[src/rtl/mole_pkg.sv]
// Shared types and constants for the whack-a-mole game logic and its renderer.
// Also holds the LFSR step and the rule that maps a random value onto an oval.
package mole_pkg;

   typedef enum logic [2:0] {
      ST_IDLE,
      ST_GAP,
      ST_UP,
      ST_HIT,
      ST_MISS,
      ST_OVER
   } state_e;

   localparam logic [2:0] NO_MOLE   = 3'd7;
   localparam int         NUM_OVALS = 5;

   // Oval centres on the 640x480 frame; the renderer draws around these.
   function automatic int unsigned oval_cx(input logic [2:0] idx);
      case (idx)
         3'd0:    return 32'd80;
         3'd1:    return 32'd200;
         3'd2:    return 32'd320;
         3'd3:    return 32'd440;
         3'd4:    return 32'd560;
         default: return 32'd0;
      endcase
   endfunction

   function automatic int unsigned oval_cy(input logic [2:0] idx);
      return (idx < 3'(NUM_OVALS)) ? 32'd300 : 32'd0;
   endfunction

   // 8-bit Fibonacci LFSR, taps 8,6,5,4.
   function automatic logic [7:0] lfsr_step(input logic [7:0] v);
      return {v[6:0], v[7] ^ v[5] ^ v[4] ^ v[3]};
   endfunction

   // Fold 0..7 onto 0..4, then step past the previous oval so a mole never repeats.
   function automatic logic [2:0] pick_oval(input logic [2:0] raw, input logic [2:0] prev);
      logic [2:0] c;
      c = (raw >= 3'(NUM_OVALS)) ? raw - 3'(NUM_OVALS) : raw;
      if (c == prev) begin
         c = (c == 3'(NUM_OVALS - 1)) ? 3'd0 : c + 3'd1;
      end
      return c;
   endfunction

endpackage

[src/rtl/mole_scheduler_if.sv]
// Player/renderer side of the mole scheduler: button and start inputs, game status outputs.
// master drives start/btn and observes; slave is the scheduler.
interface mole_scheduler_if #(
   parameter int SCORE_W = 8
);
   logic               start;
   logic [4:0]         btn;
   logic [2:0]         oval_select;
   logic               mole_active;
   logic               hit_pulse;
   logic               miss_pulse;
   logic [SCORE_W-1:0] score;
   logic [3:0]         misses;
   logic               game_over;

   modport master (
      output start, btn,
      input  oval_select, mole_active, hit_pulse, miss_pulse, score, misses, game_over
   );

   modport slave (
      input  start, btn,
      output oval_select, mole_active, hit_pulse, miss_pulse, score, misses, game_over
   );
endinterface

[src/rtl/btn_sync_edge.sv]
// Two-flop synchronizer per push-button followed by a registered rising-edge detector.
// A button sampled high at edge k yields edge_o high for cycle k+2..k+3.
module btn_sync_edge #(
   parameter int W = 5
) (
   input  logic         clk,
   input  logic         rst,
   input  logic [W-1:0] btn_i,
   output logic [W-1:0] edge_o
);

   logic [W-1:0] sync1_q;
   logic [W-1:0] sync2_q;
   logic [W-1:0] sync2_dly_q;
   logic [W-1:0] edge_q;

   always_ff @(posedge clk or posedge rst) begin
      if (rst) begin
         sync1_q     <= '0;
         sync2_q     <= '0;
         sync2_dly_q <= '0;
         edge_q      <= '0;
      end else begin
         sync1_q     <= btn_i;
         sync2_q     <= sync1_q;
         sync2_dly_q <= sync2_q;
         edge_q      <= sync2_q & ~sync2_dly_q;
      end
   end

   assign edge_o = edge_q;

endmodule

[src/rtl/mole_scheduler.sv]
// Game FSM: picks a pseudo-random oval, holds the mole up, scores whacks and counts misses.
//
//   state   | meaning
//   --------+----------------------------------------------------------
//   IDLE    | after reset, waiting for start
//   GAP     | no mole shown, waiting GAP_TIME cycles
//   UP      | mole shown on sel, waiting for matching button or timeout
//   HIT     | one cycle, hit_pulse, score already bumped
//   MISS    | one cycle, miss_pulse, misses already bumped
//   OVER    | MAX_MISSES reached, waiting for start to replay
module mole_scheduler
   import mole_pkg::*;
#(
   parameter int         UP_TIME    = 12_500_000,
   parameter int         GAP_TIME   = 6_250_000,
   parameter int         CNT_W      = 24,
   parameter logic [7:0] LFSR_SEED  = 8'hA5,
   parameter int         MAX_MISSES = 3,
   parameter int         SCORE_W    = 8
) (
   input logic        clk,
   input logic        rst,
   mole_scheduler_if.slave bus
);

   localparam logic [CNT_W-1:0] UP_LAST    = CNT_W'(UP_TIME - 1);
   localparam logic [CNT_W-1:0] GAP_LAST   = CNT_W'(GAP_TIME - 1);
   localparam logic [3:0]       MISS_LIMIT = 4'(MAX_MISSES);

   state_e             state_q;
   logic [CNT_W-1:0]   timer_q;
   logic [7:0]         lfsr_q;
   logic [7:0]         lfsr_d;
   logic [2:0]         prev_oval_q;
   logic [2:0]         sel_q;
   logic [2:0]         oval_q;
   logic [SCORE_W-1:0] score_q;
   logic [3:0]         misses_q;
   logic               mole_active_q;
   logic               hit_q;
   logic               miss_q;
   logic               over_q;

   logic [4:0]         btn_edge;
   logic [2:0]         cand;
   logic               gap_done;
   logic               up_done;
   logic               hit_now;

   btn_sync_edge #(.W(5)) u_btn_sync_edge (
      .clk    (clk),
      .rst    (rst),
      .btn_i  (bus.btn),
      .edge_o (btn_edge)
   );

   assign lfsr_d   = lfsr_step(lfsr_q);
   assign cand     = pick_oval(lfsr_q[2:0], prev_oval_q);
   assign gap_done = (timer_q == GAP_LAST);
   assign up_done  = (timer_q == UP_LAST);
   assign hit_now  = btn_edge[sel_q];

   // Free-running in every state so the first mole depends on how long IDLE lasted.
   always_ff @(posedge clk or posedge rst) begin
      if (rst) begin
         lfsr_q <= LFSR_SEED;
      end else begin
         lfsr_q <= lfsr_d;
      end
   end

   always_ff @(posedge clk or posedge rst) begin
      if (rst) begin
         state_q       <= ST_IDLE;
         timer_q       <= '0;
         prev_oval_q   <= '0;
         sel_q         <= '0;
         oval_q        <= NO_MOLE;
         score_q       <= '0;
         misses_q      <= '0;
         mole_active_q <= 1'b0;
         hit_q         <= 1'b0;
         miss_q        <= 1'b0;
         over_q        <= 1'b0;
      end else begin
         hit_q   <= 1'b0;
         miss_q  <= 1'b0;
         timer_q <= timer_q + 1'b1;
         case (state_q)
            ST_IDLE, ST_OVER: begin
               timer_q <= '0;
               if (bus.start) begin
                  score_q  <= '0;
                  misses_q <= '0;
                  over_q   <= 1'b0;
                  state_q  <= ST_GAP;
               end
            end
            ST_GAP: begin
               if (gap_done) begin
                  sel_q         <= cand;
                  prev_oval_q   <= cand;
                  oval_q        <= cand;
                  mole_active_q <= 1'b1;
                  timer_q       <= '0;
                  state_q       <= ST_UP;
               end
            end
            ST_UP: begin
               // A correct whack on the final UP cycle still counts as a hit.
               if (hit_now) begin
                  if (score_q != {SCORE_W{1'b1}}) begin
                     score_q <= score_q + 1'b1;
                  end
                  hit_q         <= 1'b1;
                  mole_active_q <= 1'b0;
                  timer_q       <= '0;
                  state_q       <= ST_HIT;
               end else if (up_done) begin
                  misses_q      <= misses_q + 1'b1;
                  miss_q        <= 1'b1;
                  mole_active_q <= 1'b0;
                  timer_q       <= '0;
                  state_q       <= ST_MISS;
               end
            end
            ST_HIT: begin
               timer_q <= '0;
               oval_q  <= NO_MOLE;
               state_q <= ST_GAP;
            end
            ST_MISS: begin
               timer_q <= '0;
               oval_q  <= NO_MOLE;
               if (misses_q == MISS_LIMIT) begin
                  over_q  <= 1'b1;
                  state_q <= ST_OVER;
               end else begin
                  state_q <= ST_GAP;
               end
            end
            default: begin
               timer_q       <= '0;
               oval_q        <= NO_MOLE;
               mole_active_q <= 1'b0;
               over_q        <= 1'b0;
               state_q       <= ST_IDLE;
            end
         endcase
      end
   end

   assign bus.oval_select = oval_q;
   assign bus.mole_active = mole_active_q;
   assign bus.hit_pulse   = hit_q;
   assign bus.miss_pulse  = miss_q;
   assign bus.score       = score_q;
   assign bus.misses      = misses_q;
   assign bus.game_over   = over_q;

endmodule
[src/flat_wrapper.sv]
// flat-port wrapper written by rule: the top's interface ports become plain ports
module mole_scheduler_flat import mole_pkg::*;
#(
   parameter int         UP_TIME    = 12_500_000,
   parameter int         GAP_TIME   = 6_250_000,
   parameter int         CNT_W      = 24,
   parameter logic [7:0] LFSR_SEED  = 8'hA5,
   parameter int         MAX_MISSES = 3,
   parameter int         SCORE_W    = 8
)
  (clk, rst, bus_start, bus_btn, bus_oval_select, bus_mole_active, bus_hit_pulse, bus_miss_pulse, bus_score, bus_misses, bus_game_over);
  mole_scheduler_if #(.SCORE_W(SCORE_W)) bus_i ();
  input logic clk;
  input logic rst;
  input wire logic [$bits(bus_i.start)-1:0] bus_start;
  input wire logic [$bits(bus_i.btn)-1:0] bus_btn;
  output wire logic [$bits(bus_i.oval_select)-1:0] bus_oval_select;
  output wire logic [$bits(bus_i.mole_active)-1:0] bus_mole_active;
  output wire logic [$bits(bus_i.hit_pulse)-1:0] bus_hit_pulse;
  output wire logic [$bits(bus_i.miss_pulse)-1:0] bus_miss_pulse;
  output wire logic [$bits(bus_i.score)-1:0] bus_score;
  output wire logic [$bits(bus_i.misses)-1:0] bus_misses;
  output wire logic [$bits(bus_i.game_over)-1:0] bus_game_over;
  assign bus_i.start = bus_start;
  assign bus_i.btn = bus_btn;
  assign bus_oval_select = bus_i.oval_select;
  assign bus_mole_active = bus_i.mole_active;
  assign bus_hit_pulse = bus_i.hit_pulse;
  assign bus_miss_pulse = bus_i.miss_pulse;
  assign bus_score = bus_i.score;
  assign bus_misses = bus_i.misses;
  assign bus_game_over = bus_i.game_over;
  mole_scheduler #(.UP_TIME(UP_TIME), .GAP_TIME(GAP_TIME), .CNT_W(CNT_W), .LFSR_SEED(LFSR_SEED), .MAX_MISSES(MAX_MISSES), .SCORE_W(SCORE_W)) u_core (.clk(clk), .rst(rst), .bus(bus_i));
endmodule
[config.mk]
export PLATFORM = sky130hd
export DESIGN_NAME = mole_scheduler_flat
export DESIGN_NICKNAME = d
export VERILOG_FILES = /design/src/rtl/mole_pkg.sv /design/src/rtl/mole_scheduler_if.sv /design/src/rtl/btn_sync_edge.sv /design/src/rtl/mole_scheduler.sv /design/src/flat_wrapper.sv
export SDC_FILE = /design/constraint.sdc
export NUM_CORES = 1
export LEC_CHECK = 0
export BUFFER_PORTS_ARGS = -buffer_cell sky130_fd_sc_hd__buf_2
export CORE_MARGIN = 4
export CORE_UTILIZATION = 35
export DETAILED_ROUTE_END_ITERATION = 10
export GPL_ROUTABILITY_DRIVEN = 0
export GPL_TIMING_DRIVEN = 0
export PLACE_DENSITY = 0.64
export RECOVER_POWER = 50
export SETUP_SLACK_MARGIN = 0.05
export SLEW_MARGIN = 30
export SYNTH_ARGS = -nofsm -noshare
export SYNTH_HDL_FRONTEND = slang
export SYNTH_SLANG_ARGS = --single-unit
[constraint.sdc]
create_clock -name clk -period 2.1 [get_ports clk]
set_input_delay 0.315 -clock clk [delete_from_list [all_inputs] [get_ports clk]]
set_output_delay 0.315 -clock clk [all_outputs]
set_load 0.02 [all_outputs]
==> summary.md <==
| Metric | Value |
|---|---|
| Wire length on met2 | `3.88 mm` |
| Number of routed nets with antenna violations | `0` |
| Net Count, Synth | `383` |
| Initial DRC Count | `209` |
| Finished Cell Area | `0.00466 sq mm` |
| Register bit count reported by yosys | `77` |
| Ys flop type | `dfrtp_1` |
| Worst VDD drop | `265 uV` |
| Area contributors post-synth | `dfrtp_1 47%, dfstp_2 4.9%, nor2_1 4.5%, xnor2_1 4.4%, nand2_1 2.3%` |
| Initial DRT Pass Iterations | `4` |
| Setup violators final | `10` |
| Core box area | `0.0104 sq mm` |
| Clk buf depth | `2` |
| Hold slack | `0.0527 ns` |
| Yosys cell types | `50` |
| Max_slew headroom | `0.332` |
| PwrDens | `590 mW/mm^2` |
| Critical path capture point type | `register` |
| Top Layer Used | `met4` |
| NumNets Final | `450` |
| Synthesized area per cell | `10.1 sq um` |
| Vias/cell | `5.27` |
| Area Growth Syn to Fin | `24.2%` |
| Die Width | `112 microns` |
| Hpwl dp | `5.53 mm` |
| Worst hold path class | `in -> reg` |
| Pins over their slew limit | `0` |
| Final cycle utilization of the critical path | `1.06` |
| Synth warnings | `0` |
| Max Cap Viol | `0` |
| Final setup margin | `-0.117 ns` |
| Met3 WL | `353 microns` |
| CP Launch Type | `register` |
| Status | `complete, but fails checks` |
| H-tree depth | `3` |
| Fin Setup TNS | `-0.280 ns` |
| Crit Path Max Fanout | `4` |
| Antenna violations before repair | `0` |
| GRT overflow | `0` |
| # rows | `37` |
| Die Height | `112 microns` |
| Root Buffer | `clkbuf_8` |
| Post-DR wirelength/cell | `14.3 microns` |
| Mapped Area | `0.00375 sq mm` |
| Pleak | `1.97 nW` |
| Slew at the pin closest to its max-slew limit | `0.997 ns` |
| Worst-Skew Late Latency | `0.36 ns` |
| Synth area leader | `dfrtp_1` |
| I/O Buffers | `26` |
| Syn Inst Count | `370` |
| Arrival @ worst endpoint | `2.47 ns` |
| Final wirelength | `8.26 mm` |
| Diodes inserted | `0` |
| All-Layer GR Usage | `0.138` |
| Violated checks | `negative setup slack` |
| Die area | `0.0124 sq mm` |
| Synth async-reset ratio | `1.00` |
| Max Freq | `451 MHz` |
| RSZ-0062 raised after global routing | `true` |
| Post-synthesis sequential area ratio | `0.516` |
| Crit Path Class | `reg -> reg` |
| CTS Buf Count | `9` |
| Final min period | `2.22 ns` |
| Commonest non-fill, non-tap cell in the layout | `dfrtp_1` |
| Wl on met1 | `3.84 mm` |
| Final Hold Viols | `0` |
| Vias post-DR | `3,046` |
| TritonCTS clock tree | `built` |
| Placed cell area | `0.00411 sq mm` |
| Initial core utilization | `0.362` |
| Share of the synthesized area in the top cell type | `0.467` |
| CTS Sinks | `77` |
| Vias in the first global route | `2,958` |
| # DRC | `0` |
| I/O pin count | `27` |
| Clock transition at the registers of the reported paths | `0.09 ns` |
| Layout cells sized above 1 | `0.290` |
| Commonest non-fill, non-tap cells in the layout | `66 x dfrtp_1, 44 x nor2_1, 28 x buf_2, 25 x buf_4, 23 x nand2_1` |
| First-pass GRT wire length | `14.1 mm` |
| Post-synth EDFFs | `0` |
| Req. time, crit path | `2.35 ns` |
| Skew final | `0.0101 ns` |
| Largest net degree at the start of global routing | `30` |
## cells by family after synthesis
group	count (synthesis)	synth area share
xor+xnor	25	0.0583
fa+ha+maj	5	0.0167
simple gates	167	0.247
buf+inv	27	0.0277
compound gates	59	0.107
flops	77	0.516
mux	10	0.0277
## state kept, by name, summed over array words and instances (netlist names), 3 cells and up
name	flops
u_core.u_btn_sync_edge.sync2_q	5
u_core.timer_q	24
u_core.prev_oval_q	3
u_core.state_q	3
u_core.bus.misses	4
u_core.u_btn_sync_edge.sync1_q	5
u_core.bus.oval_select	3
u_core.bus.score	8
u_core.u_btn_sync_edge.edge_o	5
u_core.u_btn_sync_edge.sync2_dly_q	5
u_core.lfsr_q	8
## stage by stage
| step | setup WS [ns] | total power (W) | cells | util |
|---|---|---|---|---|
| 2_1_floorplan | 0.0517 | 0.00157 | 370 | - |
| 3_3_place_gp | -0.257 | 0.00159 | 532 | 0.393 |
| 3_5_place_dp | -0.269 | 0.00160 | 534 | 0.397 |
| 4_1_cts | -0.0503 | 0.00279 | 569 | 0.438 |
| 5_1_grt | -0.155 | 0.00286 | 578 | 0.450 |
| 6_report | -0.117 | 0.00275 | 578 | 0.450 |
## timing repair
action | 4_1_cts | 5_1_grt
hold buffers | 0 | 0
buffers inserted | 18 | 8
gates resized for setup | 22 | 24
cloned | 2 | 1
pin swaps | 9 | 9
endpoints found under the setup margin | 39 | 45
## worst max-delay path, stage by stage (launching register included)
cell,delay [ns]
dfrtp_2,0.41
or4bb_4,0.55
nor4_4,0.22
buf_4,0.19
nand3_2,0.10
nor3_2,0.30
mux2_4,0.33
## synthesized netlist by cell type (3+ instances only)
cell / n
dfstp_2: 7
nor2_1: 45
or4_1: 6
a21oi_1: 12
nor3_1: 15
o31ai_1: 10
mux2i_1: 7
nand2b_1: 8
a211oi_1: 3
nand3_1: 16
a31oi_1: 4
nor4_1: 4
nand2_1: 23
inv_1: 19
nand4_1: 10
or3_1: 4
ha_1: 5
dfrtp_1: 70
and4_1: 6
clkbuf_1: 5
o21ai_0: 11
mux2_2: 3
o211ai_1: 3
nor2b_1: 7
o21a_1: 3
and2_1: 6
xnor2_1: 19
and3_1: 4
xor2_1: 6
## layout make-up
type | count | area, sq um
plain buffers | 7 | 45.0
clock buffers | 9 | 124
clock inverters | 7 | 82.6
fillers | 997 | 5710
inverters | 19 | 72.6
multi-input cells | 267 | 1880
flip-flops and latches | 77 | 1940
well taps | 136 | 170
repair buffers | 56 | 349
## worst paths after layout
| kind | from | endpoint | slack, ns | depth (start not counted) |
|---|---|---|---|---|
| setup reg to reg | u_core.timer_q[4]$_DFF_PP0_ | u_core.prev_oval_q[2]$_DFFE_PP0P_ | -0.12 | 6 |
| max in group asynchronous | rst | u_core.timer_q[4]$_DFF_PP0_ | 0.76 | 3 |
| hold / removal | bus_btn[4] | u_core.u_btn_sync_edge.sync1_q[4]$_DFF_PP0_ | 0.05 | 1 |
| min in group asynchronous | rst | u_core.u_btn_sync_edge.sync1_q[1]$_DFF_PP0_ | 0.11 | 2 |
| hold reg to reg | u_core.u_btn_sync_edge.sync1_q[4]$_DFF_PP0_ | u_core.u_btn_sync_edge.sync2_q[4]$_DFF_PP0_ | 0.36 | 0 |
| setup / recovery | u_core.timer_q[4]$_DFF_PP0_ | u_core.prev_oval_q[2]$_DFFE_PP0P_ | -0.12 | 6 |
## report_power, final
| group | switching (W) | internal [W] | total (W) |
|---|---|---|---|
| sequential | 0.00000515 | 0.00150 | 0.00151 |
| combinational | 0.0000417 | 0.0000131 | 0.0000548 |
| clock | 0.000621 | 0.000567 | 0.00119 |
## layer usage
layer	vias up	global-route usage
met5	-	0
met4	0	0.0552
met3	19	0.0370
met2	67	0.217
met1	1498	0.180
li1	1462	-
Note: power is estimated with default switching activity, not from simulation.
